[config.mk]
export PLATFORM = sky130hd
export DESIGN_NAME = keccak_arb
export DESIGN_NICKNAME = d
export VERILOG_FILES = /design/src/rtl/kyber_pkg.sv /design/src/rtl/keccak_arb_rr_pick.sv /design/src/rtl/keccak_arb.sv
export SDC_FILE = /design/constraint.sdc
export NUM_CORES = 1
export LEC_CHECK = 0
export CORE_AREA = 2 2 194 196
export CTS_BUF_LIST = sky130_fd_sc_hd__clkbuf_16
export CTS_CLUSTER_DIAMETER = 120
export DETAILED_ROUTE_END_ITERATION = 12
export DIE_AREA = 0 0 196 198
export GPL_TIMING_DRIVEN = 0
export HOLD_SLACK_MARGIN = 0.12
export PLACE_DENSITY = 0.48
export SYNTH_ARGS = -nofsm -noshare
export SYNTH_HDL_FRONTEND = slang
export SYNTH_SLANG_ARGS = --single-unit
[constraint.sdc]
create_clock -name i_clk -period 2.55 [get_ports i_clk]
set_input_delay 0.3825 -clock i_clk [delete_from_list [all_inputs] [get_ports i_clk]]
set_output_delay 0.3825 -clock i_clk [all_outputs]
set_load 0.005 [all_outputs]
[src/rtl/kyber_pkg.sv]
// Shared constants for the Kyber hash path: keccak mode codes, stream widths
// and the sequencer state encoding used by the keccak arbiter.
package kyber_pkg;

  localparam logic [1:0] KECCAK_SHAKE128 = 2'b00;
  localparam logic [1:0] KECCAK_SHAKE256 = 2'b01;
  localparam logic [1:0] KECCAK_SHA3_256 = 2'b10;
  localparam logic [1:0] KECCAK_SHA3_512 = 2'b11;

  localparam int IBYTES_LEN_W = 11;
  localparam int OBYTES_LEN_W = 10;
  localparam int WORD_W       = 64;

  typedef enum logic [1:0] {
    S_IDLE = 2'd0,
    S_ARB  = 2'd1,
    S_FWD  = 2'd2,
    S_REL  = 2'd3
  } arb_state_e;

endpackage

[src/rtl/keccak_arb_rr_pick.sv]
// Combinational round-robin priority encoder: the first requester after
// last_i (wrapping modulo NREQ) wins.
module rr_pick #(
  parameter int NREQ = 3,
  parameter int IDXW = 2
) (
  input  logic [NREQ-1:0] req_i,
  input  logic [IDXW-1:0] last_i,
  output logic [IDXW-1:0] win_o,
  output logic            any_o
);

  // Scan from the farthest offset down so the nearest candidate is assigned last.
  always_comb begin
    int idx;
    idx   = 0;
    win_o = '0;
    any_o = |req_i;
    for (int i = NREQ; i >= 1; i--) begin
      idx = (int'(last_i) + i) % NREQ;
      if (req_i[idx]) begin
        win_o = IDXW'(idx);
      end
    end
  end

endmodule

[src/rtl/keccak_arb.sv]
// Round-robin owner of the single keccak core: grants one requester per hash,
// latches its mode/lengths, and routes both streams plus done to the owner only.
module keccak_arb
  import kyber_pkg::*;
#(
  parameter int NREQ = 3,
  parameter int IDXW = 2
) (
  input  logic                           i_clk,
  input  logic                           i_rstn,
  input  logic [NREQ-1:0]                i_req,
  input  logic [2*NREQ-1:0]              i_mode,
  input  logic [WORD_W*NREQ-1:0]         i_ibytes,
  input  logic [NREQ-1:0]                i_ibytes_valid,
  input  logic [IBYTES_LEN_W*NREQ-1:0]   i_ibytes_len,
  input  logic [OBYTES_LEN_W*NREQ-1:0]   i_obytes_len,
  output logic [NREQ-1:0]                o_gnt,
  output logic [NREQ-1:0]                o_ibytes_ready,
  output logic [WORD_W-1:0]              o_obytes,
  output logic [NREQ-1:0]                o_obytes_valid,
  output logic [NREQ-1:0]                o_obytes_done,
  output logic                           o_busy,
  output logic [1:0]                     o_k_mode,
  output logic [WORD_W-1:0]              o_k_ibytes,
  output logic                           o_k_ibytes_valid,
  output logic [IBYTES_LEN_W-1:0]        o_k_ibytes_len,
  output logic [OBYTES_LEN_W-1:0]        o_k_obytes_len,
  input  logic                           i_k_ibytes_ready,
  input  logic [WORD_W-1:0]              i_k_obytes,
  input  logic                           i_k_obytes_valid,
  input  logic                           i_k_obytes_done
);

  arb_state_e              state_q, state_d;
  logic [IDXW-1:0]         gidx_q, gidx_d;
  logic [IDXW-1:0]         last_q, last_d;
  logic [NREQ-1:0]         gnt_q, gnt_d;
  logic                    busy_q, busy_d;
  logic [1:0]              k_mode_q, k_mode_d;
  logic [IBYTES_LEN_W-1:0] k_ilen_q, k_ilen_d;
  logic [OBYTES_LEN_W-1:0] k_olen_q, k_olen_d;

  logic [IDXW-1:0]         win;
  logic                    any_req;
  logic                    fwd;

  rr_pick #(
    .NREQ (NREQ),
    .IDXW (IDXW)
  ) u_rr_pick (
    .req_i  (i_req),
    .last_i (last_q),
    .win_o  (win),
    .any_o  (any_req)
  );

  always_ff @(posedge i_clk) begin
    if (!i_rstn) begin
      state_q  <= S_IDLE;
      gidx_q   <= '0;
      last_q   <= IDXW'(NREQ - 1);
      gnt_q    <= '0;
      busy_q   <= 1'b0;
      k_mode_q <= '0;
      k_ilen_q <= '0;
      k_olen_q <= '0;
    end else begin
      state_q  <= state_d;
      gidx_q   <= gidx_d;
      last_q   <= last_d;
      gnt_q    <= gnt_d;
      busy_q   <= busy_d;
      k_mode_q <= k_mode_d;
      k_ilen_q <= k_ilen_d;
      k_olen_q <= k_olen_d;
    end
  end

  always_comb begin
    state_d  = state_q;
    gidx_d   = gidx_q;
    last_d   = last_q;
    gnt_d    = gnt_q;
    busy_d   = busy_q;
    k_mode_d = k_mode_q;
    k_ilen_d = k_ilen_q;
    k_olen_d = k_olen_q;
    case (state_q)
      S_IDLE: begin
        if (any_req) state_d = S_ARB;
      end
      S_ARB: begin
        if (any_req) begin
          gidx_d   = win;
          k_mode_d = i_mode[2*int'(win) +: 2];
          k_ilen_d = i_ibytes_len[IBYTES_LEN_W*int'(win) +: IBYTES_LEN_W];
          k_olen_d = i_obytes_len[OBYTES_LEN_W*int'(win) +: OBYTES_LEN_W];
          gnt_d    = NREQ'(1) << win;
          busy_d   = 1'b1;
          state_d  = S_FWD;
        end else begin
          state_d = S_IDLE;
        end
      end
      S_FWD: begin
        // Grant and busy drop on entry to release so the bubble is grant-free.
        if (i_k_obytes_done) begin
          gnt_d   = '0;
          busy_d  = 1'b0;
          last_d  = gidx_q;
          state_d = S_REL;
        end
      end
      S_REL: begin
        state_d = S_IDLE;
      end
      default: state_d = S_IDLE;
    endcase
  end

  assign fwd = (state_q == S_FWD);

  assign o_gnt            = gnt_q;
  assign o_busy           = busy_q;
  assign o_k_mode         = k_mode_q;
  assign o_k_ibytes_len   = k_ilen_q;
  assign o_k_obytes_len   = k_olen_q;
  assign o_k_ibytes       = fwd ? i_ibytes[WORD_W*int'(gidx_q) +: WORD_W] : '0;
  assign o_k_ibytes_valid = fwd & i_ibytes_valid[gidx_q];
  assign o_obytes         = fwd ? i_k_obytes : '0;

  generate
    for (genvar gi = 0; gi < NREQ; gi++) begin : g_route
      logic own;
      assign own                = fwd && (gidx_q == IDXW'(gi));
      assign o_ibytes_ready[gi] = own & i_k_ibytes_ready;
      assign o_obytes_valid[gi] = own & i_k_obytes_valid;
      assign o_obytes_done[gi]  = own & i_k_obytes_done;
    end
  endgenerate

endmodule

### After elaboration in Yosys (flattened, before gate mapping)

Index checks and enable logic that the tools add are counted.

* flip-flop bits (word level): 33
* output and inout port bits: 165

* $add $sub $neg: 3
* multipliers: 2
* divide/modulo/power cells: 3
* magnitude comparators: 4
* equality and inequality tests: 8
* shift-type cells: 5
* mux-type cells: 26
* bitwise logic cells: 10
* reductions and logical operators: 11

Operators by type and width (number)
* $shiftx 192x9->64: 1
* $mux 64: 2
* $lt 32x4->1 const B: 3
* $mod 32x3->32 const B: 3
* $shiftx 33x7->11: 1
* $shiftx 30x7->10: 1
* $mux 2: 6
* $and 1x1->1: 10
* $mux 1: 9
* $bmux 1 s2: 4
* $pmux 2 s4: 1
* $add 2x2->3 const B: 2
* $eq 2x2->1 const B: 3
* $mul 4x2->6 const A: 1
* $mux 3: 2
* $ne 2x2->1 const B: 3
* $pmux 3 s2: 1
* $reduce_and 2->1: 3
* $shiftx 6x4->2: 1
* $mul 3x2->5 const A: 1
* $eq 2x1->1 const B: 2
* $logic_not 2->1: 2
* $add 2x1->3 const B: 1
* $logic_and 1x1->1: 3
* other kinds (6): 6

### Logic depth before layout (Yosys ltp)

Gate-level depths: netlist of the first run.

* word-level depth: 11
* depth in mapped cells: 8
* mapped depth without buffers: 7

### Modules after synthesis

From an unflattened synthesis of the first run, not the netlist that was laid out.

* cells, all modules: 572
* area, all modules: 4275.4 um2

Modules (own cells, without submodules)
* keccak_arb: times used 1, cells each 552, area an instance 4125.2 um2, sequential area each 660.6 um2
* rr_pick: times used 1, cells each 20, area an instance 150.1 um2, sequential area each 0.0 um2

### Worst setup path after synthesis of the first run

OpenSTA, ideal clock, no wires.

* path type: flip-flop to flip-flop
* start point: reg last_q[0]
* end point: reg k_ilen_q[0], in the netlist o_k_ibytes_len[0]
* library setup time: 0.126 ns
* data arrival time: 1.748 ns
* data required time: 2.424 ns
* path slack: 0.677 ns
* stages on the path, launching flop included: 7
* clock period less this slack: 1.873 ns
* cells stage by stage: dfxtp_1 inv_1 ha_1 o311a_1 a21oi_1 buf_2 a31oi_1

* cells in the longest elaborated chain, start to end: 10

RTL lines
* start, declared: RTL line keccak_arb.sv:36 `logic [IDXW-1:0] last_q, last_d;`
* start signal, assigned: RTL line keccak_arb.sv:61 `last_q <= IDXW'(NREQ - 1);`
* start signal, assigned: RTL line keccak_arb.sv:70 `last_q <= last_d;`
* $add 2x2->3: RTL line keccak_arb_rr_pick.sv:20 `idx = (int'(last_i) + i) % NREQ;`
* $mod 32x3->32: RTL line keccak_arb_rr_pick.sv:20
* $bmux 1 s2: RTL line keccak_arb_rr_pick.sv:21 `if (req_i[idx]) begin`
* $mux 1 (implied by the code) (2 in a row): RTL line keccak_arb_rr_pick.sv:21
* $mux 2 (2 in a row): RTL line keccak_arb_rr_pick.sv:21
* $mux 2 (*): RTL line keccak_arb_rr_pick.sv:21
* $mul 4x2->6 (*): RTL line keccak_arb.sv:96 `k_ilen_d = i_ibytes_len[IBYTES_LEN_W*int'(win) +: IBYTES_LEN_W];`
* $shiftx 33x7->11 (*): RTL line keccak_arb.sv:96
* end signal, assigned: RTL line keccak_arb.sv:74 `k_ilen_q <= k_ilen_d;`
* end, declared: RTL line keccak_arb.sv:40 `logic [IBYTES_LEN_W-1:0] k_ilen_q, k_ilen_d;`

Every way passes the cells marked *; elsewhere a longest branch is shown, timed or not. The select of a mux whose other input is x is not followed.
A chain may end at the register's enable or synchronous reset.

### Worst setup path in the final report of the first run

* start point: reg gidx_q[1]
* end point: out o_k_ibytes[17]

* cells in the longest elaborated chain, start to end: 2

RTL lines
* start, declared: RTL line keccak_arb.sv:35 `logic [IDXW-1:0] gidx_q, gidx_d;`
* start signal, assigned: RTL line keccak_arb.sv:69 `gidx_q <= gidx_d;`
* $shiftx 192x9->64: RTL line keccak_arb.sv:128 `assign o_k_ibytes = fwd ? i_ibytes[WORD_W*int'(gidx_q) +: WORD_W] : '0;`
* $mux 64: RTL line keccak_arb.sv:128
* end, declared: RTL line keccak_arb.sv:24 `output logic [WORD_W-1:0] o_k_ibytes,`

No other way between the ends.

==> impl_metrics.toml, run 1 <==
[yosys]
synthesis.nets = 949
synth-edff-count = 0
avgSynthCellArea_sq_um = 6.63
ys_top_cells_by_area = "mux2i_1 17%, dfxtp_1 16%, nor2_1 13%"
yosys_warnings = 0
ys_seq_elements = 33
synth_common_cells = "136 x nor2_1, 68 x a21oi_1, 67 x mux2i_1"
synth-async-reset-ratio_pct = 0
synth_most_common_cell = "nor2_1"
synthDistinctLibCells = 40
synthCells = 609
mappedNetlistArea_sq_um = 4040
synthFlopType = "dfxtp_1"
ys_seq_area_share_pct = 16.4
synth.largest_area_cell = "mux2i_1"
synth_top_area_share_pct = 16.6

[drt]
first_pass_iters = 5
vias_per_cell = 4.06
routedWlPerCell_um = 18.0
wl_mm = 28.7
drt_iter0_markers = 252
remaining_drc_errors = 0
ant_nets = 0
vias = 6480

[final_layout]
stdcell_count = 1598
final_core_util_pct = 27.0
nNetsFinal = 1463
layout-drive-gt1-share_pct = 6.49
synthToLayoutAreaGrowth_pct = 147
antenna_cells = 0
nFillCells = 4119

[power]
ir_drop_v = 0.000196
p_per_area_nw_per_um2 = 291
leakage_nw = 3.66

[timing]
slew_viol_final = 0
setup_viol = 0
rsz0062_at_grt = "no"
finalHoldViolations = 0
period_share_pct = 97.2
maxSlewHeadroom_pct = 62.3
fin_worst_skew_ns = 0.00271
fin_crit_ns = 2.48
worst_pin_slew_ns = 0.565
fmax_mhz = 403

[cts]
clkSinkCount = 33
clkTransAtPathRegs_ns = 0.05
cts_buffers = 5
clkLatencyLatePin_ns = 0.29
root_buffer = "clkbuf_16"
clockBufferDepth = 2
htree_levels = 2
cts_tree = "done"

[worst_setup_path]
r2r_start = "last_q[0]"
cp.depth = 7
slowest_stage = "clkdlybuf4s50_1"
crit_path_start_kind = "register"
reg2reg_depth = 8
crit_required_ns = 2.17
slowest_delay_ns = 0.55
cp_max_fo = 10
crit_family = "buffers and inverters"
endpoint_kind = "output pin"
r2r-end = "o_k_obytes_len[9]"
arrival_ns = 2.10
cp_common_cell = "buf_6"
path_buf_inv = 4
path_class = "reg -> out"
r2r_slack_ns = 0.29
crit_chain = "buf_6, nor2b_4, buf_6, buf_6, a21oi_1, nor2_1, clkdlybuf4s50_1"

[hold_path]
hold_end = "o_gnt[0]"
hold_path_depth = 2
holdCritPathClass = "reg -> reg"
worstHoldStart = "o_gnt[0]"

[outcome]
status = "completed"

[global_route]
grt_max_degree = 11
grt.total_usage_pct = 13.6
gr-total-overflow = 0
grt_pass1_wl_mm = 40.2
grt_antenna_before_repair = 1
first_global_vias = 6448

[placement]
hpwl_mm = 24.0
place_congestion = 0.800
io_buffers = 500
dp_cells = 1583

[floorplan]
rows = 71
io_pins = 501
die_w_um = 196
die_h_um = 198
die_area_sq_um = 38800
floorplan.initialDensity_pct = 10.9
core_area_sq_um = 37000

[job]
cap_violations = 0
[worst register-to-register path, cell delays in order, from the launching register on]
cell and delay (ns):
dfxtp_1 0.40, inv_1 0.09, ha_1 0.42, inv_1 0.14, mux2i_2 0.20, o21ai_2 0.32
buf_2 0.30, nand3_1 0.11, a31oi_1 0.20
[kinds of logic (layout without fill, tap and decap cells)]
group | Yosys count | in the layout | synth area share [%]
DFF | 33 | 33 | 16.4
and+or+nand+nor | 264 | 264 | 31.1
buffers and inverters | 63 | 578 | 7.32
AOI/OAI and AO/OA | 177 | 177 | 27.0
muxes | 68 | 68 | 17.0
adders and majority gates | 4 | 4 | 1.24
[per-layer routing]
metal  track usage (%)  wire length [um]  up-vias
li1                  -                 -     3155
met1              16.5             11600     2978
met2              23.9             14400      304
met3              3.22              1930       43
met4              3.82               762        0
met5                 0                 0        -
[cell type report]
class	instances	area, sq um	area share [%]
Clock buffer	5	125	1.25
Tap cell	474	593	5.94
Sequential cell	33	664	6.65
Multi-Input combinational cell	513	3110	31.2
Buffer	57	388	3.88
Inverter	5	18.8	0.188
Timing Repair Buffer	508	5070	50.8
Clock inverter	3	13.8	0.138
[metrics by stage]
step                total power [mW]  setup TNS [ns]  instance area, sq um  setup WS (ns)  hold WS (ns)
finish                          2.90               0                  9980         0.0706         0.464
global route                    3.09               0                  9980        0.00293         0.487
CTS                             2.92               0                  9870       0.000750         0.468
detailed placement              2.29          -25.96                  9630         -0.506         0.457
global placement                2.28          -24.87                  9630         -0.509         0.454
floorplan                       1.24               0                  4040          0.677         0.449
[state kept, by name (all words and copies together) (netlist names), named ones only]
| signal | flops |
|---|---|
| gidx_q | 2 |
| o_k_mode | 2 |
| o_k_ibytes_len | 11 |
| o_gnt | 3 |
| last_q | 2 |
| o_busy | 1 |
| o_k_obytes_len | 10 |
| state_q | 1 |
[layout by cell type (no fill, tap or decap), drive strengths merged, types with 24 or more instances in the layout]
cell and instances:
and2 64, clkbuf 29, o21ai 25, o21a 24, nor2 136, mux2i 68
a21oi 68, dfxtp 33, clkdlybuf4s50 498, buf 41, nand3 31
[power breakdown]
part | switching [mW] | leakage, nW | internal [mW]
clock network | 0.240 | 0.0748 | 0.355
registers | 0.0419 | 0.272 | 0.569
logic | 0.665 | 3.31 | 1.03
total | 0.948 | 3.66 | 1.95
[repair_timing]
item | in CTS | in global routing
resized for setup | 42 | 30
pin swaps | 0 | 0
hold buffers | 0 | 0
setup buffers | 0 | 7
cloned | 0 | 1
endpoints found under the setup margin | 133 | 88
[how the worst max path moves through the flow]
stage | startpoint | end
final | gidx_q[1] | o_k_ibytes[17]
after global routing | gidx_q[1] | o_k_ibytes[15]
after CTS | gidx_q[0] | o_k_ibytes[4]
after detailed placement | gidx_q[0] | o_k_ibytes[62]
after global placement | gidx_q[0] | o_k_ibytes[61]
after floorplan | last_q[0] | o_k_ibytes_len[0]
No activity file was read; power rests on OpenSTA's default activity.
==> run 2: changes to the inputs <==
Settings changed: CORE_AREA 2 2 194 196 to 5 5 191 193, PLACE_DENSITY 0.48 to 0.44.
==> run 2 against run 1 <==
Wire length rose by 13%; power barely moved; clock-buffer cell count did not move; sequential share of layout area rose by 0.053 points; global-route usage rose by 1.8 points; largest cell class unchanged.
==> impl_metrics.toml, run 2 (synthesis results as in run 1) <==
[outcome]
status = "completed"

[cts]
cts_tree = "done"
ctsHoldBuffers = 0
root_buffer = "clkbuf_16"
clkSinkCount = 33
clkTransAtPathRegs_ns = 0.06
htree_levels = 2
cts_buffers = 5
clkLatencyLatePin_ns = 0.28
clockBufferDepth = 2

[floorplan]
die_area_sq_um = 38800
core_area_sq_um = 34400
die_h_um = 198
floorplan.initialDensity_pct = 11.7
rows = 68
io_pins = 501
die_w_um = 196

[timing]
maxSlewHeadroom_pct = 61.9
finalHoldViolations = 0
fin_tns_setup_ns = 0
hold_ws_ns = 0.467
setup_viol = 0
rsz0062_at_grt = "yes"
fin_crit_ns = 2.43
fmax_mhz = 411
period_share_pct = 95.4
fin_worst_skew_ns = 0.00338
worst_pin_slew_ns = 0.572
slew_viol_final = 0

[worst_setup_path]
r2r_slack_ns = 0.29
reg2reg_depth = 7
crit_chain = "buf_6, nor2b_4, buf_6, buf_6, a21oi_1, nor2_2, clkdlybuf4s50_1"
cp_common_cell = "buf_6"
crit_family = "buffers and inverters"
slowest_stage = "clkdlybuf4s50_1"
cp_max_fo = 10
arrival_ns = 2.05
path_buf_inv = 4
path_class = "reg -> out"
slowest_delay_ns = 0.54
endpoint_kind = "output pin"
crit_path_start_kind = "register"
cp.depth = 7
crit_required_ns = 2.17

[hold_path]
holdCritPathClass = "reg -> reg"
hold_path_depth = 2

[power]
ir_drop_v = 0.000196
p_sw_mw = 0.956
clock_power_share_pct = 20.5
p_sw_share_pct = 33.0
p_per_area_nw_per_um2 = 293
combPwrFrac_pct = 58.6
power_mw = 2.90
leakage_nw = 3.69
internal_power_mw = 1.95
power_frac_seq_pct = 21.0

[global_route]
grtUsageMet2_pct = 29.4
gr-usage-met1_pct = 17.3
grt.total_usage_pct = 15.4
grt_pass1_wl_mm = 45.3
grt_max_degree = 11
grt-busiest-layer = "met2"
gr-total-overflow = 0
first_global_vias = 6834
met3_usage_pct = 3.85
grt_antenna_before_repair = 1

[placement]
place_congestion = 0.843
io_buffers = 500
hpwl_mm = 27.8

[drt]
remaining_drc_errors = 0
ant_nets = 0
routedWlPerCell_um = 20.7
vias = 6345
wl_mm = 32.5
vias_per_cell = 4.03
first_pass_iters = 6
drt_iter0_markers = 199

[final_layout]
antenna_cells = 0
largest_register_ffs = 11
synthToLayoutAreaGrowth_pct = 145
final_cell_mix = "494 x clkdlybuf4s50_1, 135 x nor2_1, 67 x mux2i_1, 67 x a21oi_1, 63 x and2_1"
nNetsFinal = 1457
layout_commonest_cell = "clkdlybuf4s50_1"
layout-drive-gt1-share_pct = 5.72

[job]
cap_violations = 0
## run 2: cell types whose count changed in the layout (fill, tap and decap cells not counted), sizes merged
| cell | change |
|---|---|
| buf | -5 |
| clkbuf | -1 |
| clkdlybuf4s50 | -4 |
| dlygate4sd2 | +1 |
| dlymetal6s2s | +3 |
## run 2: metrics by stage
step / area [sq um] / std cells / utilization [%] / setup slack (ns)
final: 9910 / 1573 / 28.8 / 0.118
after global routing: 9910 / 1573 / 28.8 / -0.00618
after CTS: 9830 / 1571 / 28.6 / -0.0124
after detailed placement: 9610 / 1564 / 28.0 / -0.390
after global placement: 9610 / 1564 / 28.0 / -0.419
after floorplan: 4040 / 609 / - / 0.677
## run 2: what timing repair did
action | in CTS | in global routing
setup endpoints to repair | 106 | 72
cloned | 0 | 1
gates resized for setup | 42 | 29
pin swaps | 1 | 2
setup buffers | 0 | 1
## run 2: power groups by stage
| stage | logic (mW) | clock network, mW | registers, mW |
|---|---|---|---|
| 2_1_floorplan | 0.631 | 0 | 0.610 |
| 3_3_place_gp | 1.69 | 0 | 0.609 |
| 3_5_place_dp | 1.69 | 0 | 0.610 |
| 4_1_cts | 1.71 | 0.607 | 0.609 |
| 5_1_grt | 1.84 | 0.632 | 0.616 |
| 6_report | 1.70 | 0.594 | 0.609 |
## run 2: worst paths after layout
path | start | end
max | gidx_q[1] | o_k_ibytes[28]
min | o_gnt[0] | o_gnt[0]
max reg2reg | last_q[1] | o_k_obytes_len[7]
min reg2reg | o_gnt[0] | o_gnt[0]
## run 2: layout make-up
class                   instances  area, sq um
clock inverters                 3         13.8
multi-input cells             513         3110
inverters                       5         18.8
fillers                      3750        24500
plain buffers                  57          378
flip-flops and latches         33          664
clock buffers                   5          125
well taps                     455          569
repair buffers                502         5030
## run 2: per-layer routing
| layer | share of wire (%) | up-vias |
|---|---|---|
| li1 | - | 3141 |
| met1 | 38 | 2906 |
| met2 | 54 | 266 |
| met3 | 6.1 | 32 |
| met4 | 2.0 | 0 |
| met5 | 0 | - |
## run 2: worst min-delay path, delay by kind of cell (launching register included)
| family | cells | cell delay [ns] |
|---|---|---|
| compound gates | 1 | 0.05 |
| flops | 1 | 0.30 |
| simple gates | 1 | 0.06 |
==> run 3: changes to the inputs <==
Settings changed: SKIP_LAST_GASP set to 1.
==> run 3 against run 2 <==
Sequential power barely moved; sequential share of layout area barely moved; critical path depth did not move; hold slack barely moved; flip-flop and latch count did not move; global-route usage barely moved; first-iteration DRC count fell by 0.50%; wire length fell by 0.64%; combinational power barely moved; highest routed layer unchanged; clock skew barely moved; maximum frequency fell by 3.2%; largest cell class unchanged; utilization fell by 0.11 points.
==> impl_metrics.toml, run 3 (synthesis results as in run 1) <==
[final_layout]
antenna_cells = 0
layout_commonest_cell = "clkdlybuf4s50_1"
final_core_util_pct = 28.7
largest_register_ffs = 11
stdcell_area_sq_um = 9870
nNetsFinal = 1455
layout-drive-gt1-share_pct = 5.56
synthToLayoutAreaGrowth_pct = 145
final_cell_mix = "497 x clkdlybuf4s50_1, 135 x nor2_1, 67 x mux2i_1, 67 x a21oi_1, 63 x and2_1"

[worst_setup_path]
path_class = "reg -> out"
arrival_ns = 2.13
cp_max_fo = 10
crit_path_start_kind = "register"
crit_required_ns = 2.17
endpoint_kind = "output pin"

[cts]
cts_tree = "done"
clkLatencyLatePin_ns = 0.28
clockBufferDepth = 2
clkSinkCount = 33
cts_buffers = 5
post_cts_buffers = 0
root_buffer = "clkbuf_16"
htree_levels = 2
clkTransAtPathRegs_ns = 0.06

[floorplan]
rows = 68
io_pins = 501
die_h_um = 198
die_area_sq_um = 38800
die_w_um = 196
floorplan.initialDensity_pct = 11.7
core_area_sq_um = 34400

[power]
ir_drop_v = 0.000195
p_sw_share_pct = 32.9
power_frac_seq_pct = 21.0
p_per_area_nw_per_um2 = 293
leakage_nw = 3.62
p_sw_mw = 0.952
internal_power_mw = 1.94
combPwrFrac_pct = 58.5
power_mw = 2.90
clock_power_share_pct = 20.5

[drt]
remaining_drc_errors = 0
ant_nets = 0
vias = 6360
routedWlPerCell_um = 20.6
wl_mm = 32.3
drt_iter0_markers = 198
vias_per_cell = 4.05
first_pass_iters = 4

[global_route]
grt.total_usage_pct = 15.4
grt_max_degree = 11
grt_antenna_before_repair = 1
first_global_vias = 6833
grt_pass1_wl_mm = 45.3
gr-total-overflow = 0

[timing]
fin_crit_ns = 2.51
rsz0062_at_grt = "yes"
fmax_mhz = 398
setup_viol = 0
finalHoldViolations = 0
fin_worst_skew_ns = 0.00299
maxSlewHeadroom_pct = 62.1
slew_viol_final = 0
fin_tns_setup_ns = 0
worst_pin_slew_ns = 0.569
period_share_pct = 98.5

[job]
cap_violations = 0

[placement]
io_buffers = 500
place_congestion = 0.843
hpwl_mm = 27.8
placed_cell_area_sq_um = 9610

[hold_path]
holdCritPathClass = "reg -> reg"

[outcome]
status = "completed"
==> run 3: changes by cell type in the layout (fill, tap and decap cells not counted) <==
cell	previous run	this run
dlymetal6s2s_1	5	2
buf_2	13	10
nor2b_4	2	1
buf_4	13	15
clkdlybuf4s50_1	494	497
buf_6	10	5
clkbuf_4	3	7
nor2b_2	0	1
==> run 3: final timing paths <==
check                           slack, ns      start                 to  cells past startpoint
worst max-delay path                 0.04  gidx_q[1]     o_k_ibytes[28]                      7
worst min-delay path                 0.47   o_gnt[0]           o_gnt[0]                      2
worst max register to register       0.32  last_q[1]  o_k_ibytes_len[0]                      7
worst min register to register       0.47   o_gnt[0]           o_gnt[0]                      2
==> run 3: layer usage <==
metal  track usage (%)  part of all wire [%]  routed length (um)
met1              17.3                    37               12100
met2              29.5                    55               17700
met3              3.83                   6.0                1930
met4              2.84                   1.8                 591
met5                 0                     0                   0
==> run 3: power by group through the flow <==
stage          combinational [mW]  sequential (mW)  clock (mW)
6_report                     1.69            0.607       0.594
5_1_grt                      1.84            0.615       0.632
4_1_cts                      1.71            0.609       0.607
3_5_place_dp                 1.69            0.610           0
3_3_place_gp                 1.69            0.609           0
2_1_floorplan               0.631            0.610           0
==> run 3: critical path: stages, from the launching register on <==
cell,delay (ns)
dfxtp_1,0.32
buf_6,0.16
nor2b_2,0.18
buf_6,0.17
buf_4,0.20
a21oi_1,0.11
nor2_2,0.17
clkdlybuf4s50_1,0.54
==> run 3: cell type report <==
cell class	count	area [sq um]
timing repair buffer	500	5010
buffer	57	364
fill	3750	24500
multi-input combinational	513	3100
clock inverter	3	13.8
clock buffer	5	125
sequential	33	664
tap	455	569
inverter	5	18.8
==> run 3: per-stage QoR <==
| stage | hold slack, ns | cells | setup WS [ns] |
|---|---|---|---|
| floorplan | 0.449 | 609 | 0.677 |
| global placement | 0.454 | 1564 | -0.419 |
| detailed placement | 0.458 | 1564 | -0.390 |
| CTS | 0.466 | 1571 | -0.0759 |
| global route | 0.498 | 1571 | -0.0786 |
| finish | 0.467 | 1571 | 0.0370 |
==> run 3: timing repair <==
| item | CTS | global route |
|---|---|---|
| hold buffers | 0 | 0 |
| resized for setup | 37 | 27 |
| pin swaps | 1 | 1 |
| hold endpoints to repair | 0 | 0 |
| endpoints found under the setup margin | 106 | 91 |
